--- src/rtl/alu_seq_display.sv ---
// alu_seq_display: clocked eight-op ALU with a start/busy/done handshake,
// multi-cycle variable shifts, and a time-multiplexed hex 7-segment display.
// Ports:
//   clk, rst_n        clock (rising edge), asynchronous active-low reset
//   start, sel, rs, rt request, opcode and operands (sampled when not shifting)
//   busy, done, rd    shift in progress, one-cycle completion pulse, result
//   seg, an           active-low segments (seg[6]=a..seg[0]=g), active-low digit enables
module alu_seq_display #(
  parameter int unsigned WIDTH        = 8,
  parameter int unsigned REFRESH_BITS = 17
) (
  input  logic               clk,
  input  logic               rst_n,
  input  logic               start,
  input  logic [2:0]         sel,
  input  logic [WIDTH-1:0]   rs,
  input  logic [WIDTH-1:0]   rt,
  output logic               busy,
  output logic               done,
  output logic [WIDTH-1:0]   rd,
  output logic [6:0]         seg,
  output logic [WIDTH/4-1:0] an
);

  localparam int unsigned DIGITS = WIDTH / 4;
  localparam int unsigned SHW    = $clog2(WIDTH);
  localparam int unsigned DW     = (DIGITS > 1) ? $clog2(DIGITS) : 1;

  // 1010... pattern over the upper WIDTH-1 result bits, MSB first
  function automatic logic [WIDTH-2:0] alt_pat();
    logic [WIDTH-2:0] p;
    p = '0;
    for (int i = 0; i < int'(WIDTH) - 1; i++) p[int'(WIDTH) - 2 - i] = (i % 2 == 0);
    return p;
  endfunction

  localparam logic [WIDTH-2:0] ALT = alt_pat();

  typedef enum logic [1:0] {S_IDLE, S_SHIFT, S_FINISH} state_t;

  state_t             r_state, w_state_nxt;
  logic [2:0]         r_sel, w_sel_nxt;
  logic [WIDTH-1:0]   r_a, w_a_nxt;
  logic [WIDTH-1:0]   r_b, w_b_nxt;
  logic [WIDTH-1:0]   r_work, w_work_nxt;
  logic [SHW-1:0]     r_cnt, w_cnt_nxt;
  logic [WIDTH-1:0]   r_rd, w_rd_nxt;
  logic               r_done, w_done_nxt;
  logic               r_busy, w_busy_nxt;
  logic               w_accept;
  logic               w_is_shift;
  logic [SHW-1:0]     w_amt;
  logic [WIDTH-1:0]   w_alu;

  logic [REFRESH_BITS-1:0] r_refresh;
  logic [DW-1:0]           r_digit;
  logic [3:0]              w_nibble;
  logic [6:0]              w_seg;

  // Opcode decode of the incoming request: rotate uses rt as amount, asr uses rs
  assign w_is_shift = (sel[2:1] == 2'b10);
  assign w_amt      = sel[0] ? rs[SHW-1:0] : rt[SHW-1:0];

  // Result of the latched operation; shifts finish in the work register
  always_comb begin
    w_alu = r_work;
    case (r_sel)
      3'd0:    w_alu = r_a + r_b;
      3'd1:    w_alu = r_a + ~r_b + WIDTH'(1);
      3'd2:    w_alu = r_a & r_b;
      3'd3:    w_alu = r_a | r_b;
      3'd6:    w_alu = {{(WIDTH-1){1'b1}}, (r_a == r_b)};
      3'd7:    w_alu = {ALT, (r_a > r_b)};
      default: w_alu = r_work;
    endcase
  end

  // State register and datapath registers
  always_ff @(posedge clk or negedge rst_n) begin
    if (!rst_n) begin
      r_state <= S_IDLE;
      r_sel   <= '0;
      r_a     <= '0;
      r_b     <= '0;
      r_work  <= '0;
      r_cnt   <= '0;
      r_rd    <= '0;
      r_done  <= 1'b0;
      r_busy  <= 1'b0;
    end else begin
      r_state <= w_state_nxt;
      r_sel   <= w_sel_nxt;
      r_a     <= w_a_nxt;
      r_b     <= w_b_nxt;
      r_work  <= w_work_nxt;
      r_cnt   <= w_cnt_nxt;
      r_rd    <= w_rd_nxt;
      r_done  <= w_done_nxt;
      r_busy  <= w_busy_nxt;
    end
  end

  // Next-state and datapath control
  always_comb begin
    w_state_nxt = r_state;
    w_sel_nxt   = r_sel;
    w_a_nxt     = r_a;
    w_b_nxt     = r_b;
    w_work_nxt  = r_work;
    w_cnt_nxt   = r_cnt;
    w_rd_nxt    = r_rd;
    w_done_nxt  = 1'b0;
    w_accept    = 1'b0;

    case (r_state)
      S_IDLE: w_accept = start;
      S_SHIFT: begin
        w_work_nxt = r_sel[0] ? {r_work[WIDTH-1], r_work[WIDTH-1:1]}
                              : {r_work[WIDTH-2:0], r_work[WIDTH-1]};
        w_cnt_nxt  = r_cnt - SHW'(1);
        if (r_cnt == SHW'(1)) w_state_nxt = S_FINISH;
      end
      S_FINISH: begin
        w_rd_nxt    = w_alu;
        w_done_nxt  = 1'b1;
        w_state_nxt = S_IDLE;
        // busy is already low here, so a new request is taken at the same edge
        w_accept    = start;
      end
      default: w_state_nxt = S_IDLE;
    endcase

    if (w_accept) begin
      w_sel_nxt   = sel;
      w_a_nxt     = rs;
      w_b_nxt     = rt;
      w_work_nxt  = sel[0] ? rt : rs;
      w_cnt_nxt   = w_amt;
      w_state_nxt = (w_is_shift && (w_amt != '0)) ? S_SHIFT : S_FINISH;
    end

    w_busy_nxt = (w_state_nxt == S_SHIFT);
  end

  // Free-running refresh counter; digit index steps on each wrap
  always_ff @(posedge clk or negedge rst_n) begin
    if (!rst_n) begin
      r_refresh <= '0;
      r_digit   <= '0;
    end else begin
      r_refresh <= r_refresh + REFRESH_BITS'(1);
      if (&r_refresh) begin
        r_digit <= (r_digit == DW'(DIGITS - 1)) ? '0 : r_digit + DW'(1);
      end
    end
  end

  assign w_nibble = 4'(r_rd >> {r_digit, 2'b00});

  // Active-low hex glyphs, abcdefg order
  always_comb begin
    w_seg = 7'b1111111;
    case (w_nibble)
      4'h0: w_seg = 7'b0000001;
      4'h1: w_seg = 7'b1001111;
      4'h2: w_seg = 7'b0010010;
      4'h3: w_seg = 7'b0000110;
      4'h4: w_seg = 7'b1001100;
      4'h5: w_seg = 7'b0100100;
      4'h6: w_seg = 7'b0100000;
      4'h7: w_seg = 7'b0001111;
      4'h8: w_seg = 7'b0000000;
      4'h9: w_seg = 7'b0000100;
      4'hA: w_seg = 7'b0001000;
      4'hB: w_seg = 7'b1100000;
      4'hC: w_seg = 7'b0110001;
      4'hD: w_seg = 7'b1000010;
      4'hE: w_seg = 7'b0110000;
      4'hF: w_seg = 7'b0111000;
      default: w_seg = 7'b1111111;
    endcase
  end

  assign busy = r_busy;
  assign done = r_done;
  assign rd   = r_rd;
  assign seg  = w_seg;
  assign an   = ~(DIGITS'(1) << r_digit);

endmodule

--- config.mk ---
export PLATFORM = sky130hd
export DESIGN_NAME = alu_seq_display
export DESIGN_NICKNAME = d
export VERILOG_FILES = /design/src/rtl/alu_seq_display.sv
export SDC_FILE = /design/constraint.sdc
export NUM_CORES = 1
export LEC_CHECK = 0
export BUFFER_PORTS_ARGS = -buffer_cell sky130_fd_sc_hd__buf_2
export CORE_MARGIN = 5
export CORE_UTILIZATION = 39
export DETAILED_ROUTE_END_ITERATION = 8
export GPL_TIMING_DRIVEN = 0
export HOLD_SLACK_MARGIN = 0.12
export RECOVER_POWER = 25
export SLEW_MARGIN = 20
export SYNTH_ARGS = -nofsm -noshare
export SYNTH_HDL_FRONTEND = slang
export SYNTH_SLANG_ARGS = --single-unit
--- constraint.sdc ---
create_clock -name clk -period 5.3 [get_ports clk]
set_input_delay 0 -clock clk [delete_from_list [all_inputs] [get_ports clk]]
set_output_delay 0 -clock clk [all_outputs]
set_load 0.01 [all_outputs]
# == Yosys cells after proc, flatten, opt, wreduce, memory -nomap -nowiden ==
# Memory sizes are Yosys's and may differ from the RTL's.
# Index checks and enable logic that the tools add are counted.
# Widths: inputs -> output; s select.
# word_totals
reg_bits,60
rom_bits,112
input_bits,22
word_cells,61
memories,1
# mem_list
memory,words,word_bits,read_ports,rd_ports_with_merged_regs,wr,line,text
(no name shown),16,7,1,0,0,163,case (w_nibble)
# classes
n_addsub,6
order_cmp,1
n_eq_ne,12
n_shift,2
muxes,15
n_bitwise,4
n_reduce_logical,8
# ops
op,count
$pmux 8 s6,1
$mux 8,4
$add 17x1->17 const B,1
$reduce_and 17->1,1
$add 8x8->8,2
$mux 3,3
$add 8x1->8 const B,1
$and 8x8->8,1
$eq 8x8->1,1
$gt 8x8->1,1
$not 8->8,1
$or 8x8->8,1
$shr 8x3->4,1
$eq 3x1->1 const B,2
$eq 3x2->1 const B,2
$eq 3x3->1 const B,2
$mux 2,3
$eq 2x1->1 const B,2
$eq 2x2->1 const B,2
$pmux 2 s2,1
$logic_not 3->1,1
$mux 1,3
$reduce_bool 3->1,1
$sub 3x1->3 const B,1
9 further kinds,9

# == Depth between registers and ports, before layout ==
# Gate-level depths: netlist of the first run.
# logic_depth
ltp_word,6
depth_mapped,10
depth_no_buf,10

# == Worst setup path before layout of the first run ==
# Ideal clock, no wire load.
# synth_path
path_kind,register -> register
startpoint,reg r_a[1]
endpoint,reg r_rd[5] (netlist: rd[5])
setup_time_ns,0.074
arrival_ns,2.009
setup_slack_ns,3.217
path_stages_with_launch,9
cell_sequence,dfrtp_1 inv_1 ha_1 o21ba_2 nor4_1 o32ai_2 xnor2_1 a221o_1 o21ai_2
# synth_via
elab_chain_cells,3
elab_cells_between_ends,4
cone_classes,add/sub (3); mux (1)
# synth_lines
element,line,text
start: declaration,43,"logic [WIDTH-1:0] r_a, w_a_nxt;"
start signal: assignment,93,r_a <= w_a_nxt;
$add 8x8->8,69,3'd1: w_alu = r_a + ~r_b + WIDTH'(1);
$add 8x1->8,69,
$pmux 8 s6 (*),67,case (r_sel)
end signal: assignment,97,r_rd <= w_rd_nxt;
end: declaration,47,"logic [WIDTH-1:0] r_rd, w_rd_nxt;"
# Mark *: on every way between the ends. The rest lies on a longest branch, timed or not.
# A chain may end at the register's enable or synchronous reset.

# == Worst setup path in the final report of the first run ==
# Ends and elaborated chain as after synthesis.

==> results of run 1 <==
-- final cells by class --
class | count | area (um^2) | share of cell area, %
repair buffers | 59 | 388 | 8.19
clock buffers | 9 | 124 | 2.62
multi-input cells | 321 | 2250 | 47.5
well taps | 133 | 166 | 3.51
plain buffers | 23 | 115 | 2.43
clock inverters | 7 | 76.3 | 1.61
flip-flops and latches | 60 | 1500 | 31.7
inverters | 31 | 116 | 2.46
-- Yosys cell counts (all sizes together) (9+ instances only) --
| cell type | number | area share [%] |
|---|---|---|
| o21ai | 39 | 5.0 |
| mux2 | 9 | 2.5 |
| clkbuf | 11 | 1.0 |
| ha | 36 | 11 |
| mux2i | 17 | 4.3 |
| dfrtp | 60 | 38 |
| o22ai | 11 | 1.7 |
| buf | 12 | 1.9 |
| nor2 | 23 | 2.2 |
| nand2 | 57 | 5.4 |
| inv | 31 | 2.9 |
| a21oi | 23 | 2.9 |
| xnor2 | 14 | 3.1 |
-- where the power goes --
group / switching (mW) / internal [mW]
Combinational: 0.630 / 0.460
Clock: 0.209 / 0.219
Sequential: 0.115 / 0.573
-- worst paths after layout --
check                              start       endpoint  slack [ns]  depth (start not counted)
setup / recovery                  r_a[1]          rd[5]        2.87                          8
hold / removal                     start      r_work[7]        0.13                          4
setup reg to reg                  r_a[1]          rd[5]        2.87                          8
hold reg to reg            r_refresh[15]  r_refresh[15]        0.46                          1
max in group asynchronous          rst_n   r_refresh[9]        4.53                          2
min in group asynchronous          rst_n         r_a[4]        0.25                          2
-- sequential cells by signal, indices dropped and copies added, names as in the netlist --
register,flops
r_refresh,17
r_a,8
r_b,8
r_work,8
rd,8
r_cnt,3
r_sel,3
r_state,2
busy,1
done,1
r_digit,1
-- cells by family after synthesis --
| logic type | after synthesis | share of synthesized area (%) |
|---|---|---|
| AOI/OAI and AO/OA | 111 | 17.7 |
| xor gates and xnor gates | 21 | 4.62 |
| adders and majority gates | 38 | 12.3 |
| buffers and inverters | 54 | 5.81 |
| DFF | 60 | 37.7 |
| muxes | 27 | 7.39 |
| and+or+nand+nor | 124 | 14.5 |
-- critical path: cells and delay by family, from the launching register on --
kind | cells | cell delay, ns
compound gates | 4 | 0.85
flops | 1 | 0.47
simple gates | 1 | 0.43
fa+ha+maj | 1 | 0.36
xor+xnor | 1 | 0.15
buf+inv | 1 | 0.10
-- through the flow --
stage,setup slack (ns),util [%]
final,2.87,48.0
after global routing,2.66,48.0
after CTS,2.89,48.1
after detailed placement,2.94,44.1
after global placement,2.95,44.0
after floorplan,3.22,-
-- routing by layer --
| layer | track usage [%] | up-vias | wire, um |
|---|---|---|---|
| met1 | 24.1 | 1600 | 4910 |
| met3 | 3.88 | 14 | 638 |
| met2 | 25.7 | 101 | 4320 |
| met5 | 0 | - | 0 |
| met4 | 6.00 | 0 | 172 |
| li1 | - | 1651 | - |
-- repair_timing --
action / in CTS / in global routing
hold endpoints to repair: 91 / 0
setup buffers: 0 / 0
hold buffers: 20 / 0
setup endpoints to repair: 0 / 0
==> flow_metrics.tcl, run 1 <==
set metrics [dict create \
    grt_pass1_wl_um 17000 \
    stdcell_count 643 \
    place_inst 607 \
    vias_per_cell 5.23 \
    crit_type "reg2reg" \
    end_kind "flip-flop" \
    hp-class "in2reg" \
    drc_errors 0 \
    cts_tree "yes" \
    period_share_pct 45.9 \
    synthCells 435 \
    yosysSeqAreaShare_pct 37.7 \
    finalClockSkew_ns 0.00901 \
    antenna_found_initial 0 \
    drive_above_1_share_pct 14.9 \
    fin_crit_ns 2.43 \
    htree_levels 3 \
    async_flop_share_pct 100 \
    root_buffer "clkbuf_8" \
    required_ns 5.59 \
    leakage_nw 2.19 \
    grt_setup_unrepaired "no" \
    setup_violations 0 \
    first_global_vias 3329 \
    die_y_um 111 \
    arrival_ns 2.72 \
    place_area_mm2 0.00435 \
    layout_common_cells "dfrtp_1 (60), nand2_1 (57), buf_2 (38), ha_1 (36), o21ai_0 (34)" \
    drtAntennaViolNets 0 \
    cts_resized 0 \
    syn_area_per_cell_um2 9.15 \
    fin_setup_tns_ns 0 \
    synth_cell_types 57 \
    tightest_slew_ns 0.770 \
    synth_edf_count 0 \
    worst_path_max_delay_cell "dfrtp_1" \
    ys_warn_count 0 \
    p_total_mw 2.21 \
    hold_violations 0 \
    wl_per_cell_um 15.6 \
    area_delta_synth_final_pct 19.0 \
    synth_nets 495 \
    clock_latency_ns 0.36 \
    grt_use_total_pct 17.1 \
    ir_drop_v 0.000197 \
    drt-pass1-iter-count 4 \
    vias 3366 \
    routed_wl_um 10000 \
    timing.fmax_mhz 411 \
    place.port_buffers 39 \
    clk_pin_slew_ns 0.08 \
    crit_path_max_fanout 5 \
    die_w_um 111 \
    holdWs_ns 0.130 \
    initial_core_util_pct 40.4 \
    dpl.hpwl_um 7310 \
    final_common_cell "dfrtp_1" \
    fillers 941 \
    critPathLaunchType "flip-flop" \
    cts_inserted_buffers 9 \
    synth.cell_area_mm2 0.00398 \
    slew-limit-headroom_pct 48.6 \
    slowest_delay_ns 0.47 \
    final_net_count 565 \
    grt_max_degree 61 \
    overflow 0 \
    status "complete, no violations" \
    ys_ff_latch 60 \
    io_pins 41 \
    gp_congestion 0.864 \
    maxCapViolations 0 \
    powerDensity_mw_per_mm2 466 \
    clockBufferDepth 2 \
    cp_cell_sequence "inv_1 > ha_1 > o21ba_2 > nor4_1 > o32ai_2 > xnor2_1 > a221o_1 > o21ai_2" \
    cts_num_sinks 60 \
    ys.flop_type "dfrtp_1" \
    design_area_mm2 0.00474 \
    core_mm2 0.00986 \
    antenna_cells 0 \
    rows 36 \
    die-area_mm2 0.0123 \
    drv_slew 0 \
    drt-initial-drc-count 258 \
]
Note: power is estimated with default switching activity, not from simulation.
==> run 2: changes to the inputs <==
Clock period 5.3 ns to 2.5 ns, I/O delays scaled along.
==> run 2 against run 1 <==
Net effect:
- the flow now finishes with violations (capacitance limit)
- non-clock buffer count stayed put
- sequential power is 110% higher
- clock power is 110% higher
- sequential share of layout area is 0.092 points lower
- die area stayed put
- design area is 0.29% higher
- wire length is 0.21% lower
- global-route usage stayed put
- worst setup slack worse by 2.6 ns
- combinational power is 110% higher
- critical path depth stayed put
- critical path type is now reg2out
- largest cell class unchanged
- largest power group unchanged
==> flow_metrics.tcl, run 2 (same netlist as run 1, synthesis figures left out) <==
set metrics [dict create \
    place.port_buffers 39 \
    drv_slew 0 \
    p_int_mw 2.67 \
    routed_wl_um 10000 \
    htree_levels 3 \
    drtAntennaViolNets 0 \
    regMostFlops "r_refresh" \
    rows 36 \
    clock_latency_ns 0.36 \
    postCtsSetupRepairBufs 0 \
    initial_core_util_pct 40.4 \
    status "finished with violations" \
    crit_type "reg2out" \
    combPwrFrac_pct 49.6 \
    grt_max_degree 61 \
    gp_congestion 0.864 \
    cts_inserted_buffers 9 \
    hold_violations 0 \
    required_ns 2.50 \
    root_buffer "clkbuf_8" \
    stdcell_count 643 \
    drc_errors 0 \
    setup_violations 0 \
    drive_above_1_share_pct 15.9 \
    die_w_um 111 \
    grt_setup_unrepaired "no" \
    dpl.hpwl_um 7310 \
    layout_common_cells "dfrtp_1 (60), nand2_1 (57), buf_2 (40), ha_1 (36), o21ai_0 (34)" \
    seqPwrFrac_pct 31.1 \
    final_net_count 565 \
    hp-class "in2reg" \
    fin_crit_ns 2.25 \
    die_y_um 111 \
    cts_tree "yes" \
    p_sw_share_pct 43.3 \
    drt-pass1-iter-count 4 \
    place_inst 607 \
    io_pins 41 \
    core_mm2 0.00986 \
    grt_use_total_pct 17.1 \
    die-area_mm2 0.0123 \
    critPathLaunchType "flip-flop" \
    wl_per_cell_um 15.6 \
    finalClockSkew_ns 0.00805 \
    drt-initial-drc-count 266 \
    place_area_mm2 0.00435 \
    ir_drop_v 0.000419 \
    cts_num_sinks 60 \
    violations "capacitance limit" \
    end_kind "primary output" \
    clk_pin_slew_ns 0.08 \
    tightest_slew_ns 1.50 \
    powerDensity_mw_per_mm2 989 \
    maxCapViolations 1 \
    timing.fmax_mhz 445 \
    clockPowerShare_pct 19.3 \
    overflow 0 \
    vias_per_cell 5.21 \
    first_global_vias 3329 \
    leakage_nw 2.20 \
    fin_setup_tns_ns 0 \
    grt_pass1_wl_um 17000 \
    antenna_cells 0 \
    switchingPower_mw 2.03 \
    arrival_ns 2.25 \
    slew-limit-headroom_pct 0.191 \
    clockBufferDepth 2 \
    final_common_cell "dfrtp_1" \
    crit_path_max_fanout 8 \
    vias 3348 \
    largest_register_ffs 17 \
    period_share_pct 89.9 \
    design_area_mm2 0.00475 \
    area_delta_synth_final_pct 19.3 \
    antenna_found_initial 0 \
]
run 2: worst paths after layout:
check                         startpoint       endpoint  slack (ns)  cells after the start
min reg2reg                r_refresh[15]  r_refresh[15]        0.46                      1
max in group asynchronous          rst_n   r_refresh[9]        1.06                      2
max                              r_digit         seg[1]        0.25                      8
min                                start      r_work[7]        0.13                      4
max reg2reg                       r_a[1]          rd[5]        0.26                      8
min in group asynchronous          rst_n         r_a[4]        0.54                      2
run 2: power by group through the flow:
| stage | Combinational (mW) | Clock [mW] | Sequential [mW] |
|---|---|---|---|
| 2_1_floorplan | 1.63 | 0 | 1.43 |
| 3_3_place_gp | 2.25 | 0 | 1.46 |
| 3_5_place_dp | 2.28 | 0 | 1.47 |
| 4_1_cts | 2.31 | 0.933 | 1.45 |
| 5_1_grt | 2.60 | 0.983 | 1.50 |
| 6_report | 2.33 | 0.909 | 1.46 |
run 2: through the flow:
step	total power, mW	hold slack [ns]	worst slack (ns)	utilization (%)
2_1_floorplan	3.06	-0.296	0.417	-
3_3_place_gp	3.71	0.218	0.150	44.0
3_5_place_dp	3.75	0.139	0.140	44.1
4_1_cts	4.70	0.136	0.0917	48.1
5_1_grt	5.08	0.162	0.0635	48.1
6_report	4.70	0.127	0.253	48.1
run 2: critical path, stage by stage (launching register included):
cell	delay, ns
dfrtp_1	0.34
buf_2	0.24
mux2i_2	0.40
inv_1	0.14
ha_1	0.24
nand2_1	0.10
o21ai_0	0.10
a22o_1	0.18
buf_2	0.13
run 2: layer usage:
layer / share of wire (%) / up-vias / GRT usage (%)
met5: 0 / - / 0
met4: 2.0 / 0 / 6.00
met3: 6.7 / 16 / 3.88
met2: 43 / 94 / 25.7
met1: 49 / 1587 / 24.1
li1: - / 1651 / -
run 2: cell type report:
cell class | count | area, um^2
plain buffers | 23 | 115
clock buffers | 9 | 124
clock inverters | 7 | 76.3
fillers | 939 | 5110
inverters | 31 | 116
multi-input cells | 321 | 2260
flip-flops and latches | 60 | 1500
well taps | 133 | 166
repair buffers | 59 | 388
run 2: repair_timing:
action | CTS | global route
resized for setup | 0 | 3
endpoints found under the setup margin | 0 | 4
endpoints found under the hold margin | 91 | 0
hold buffers | 20 | 0
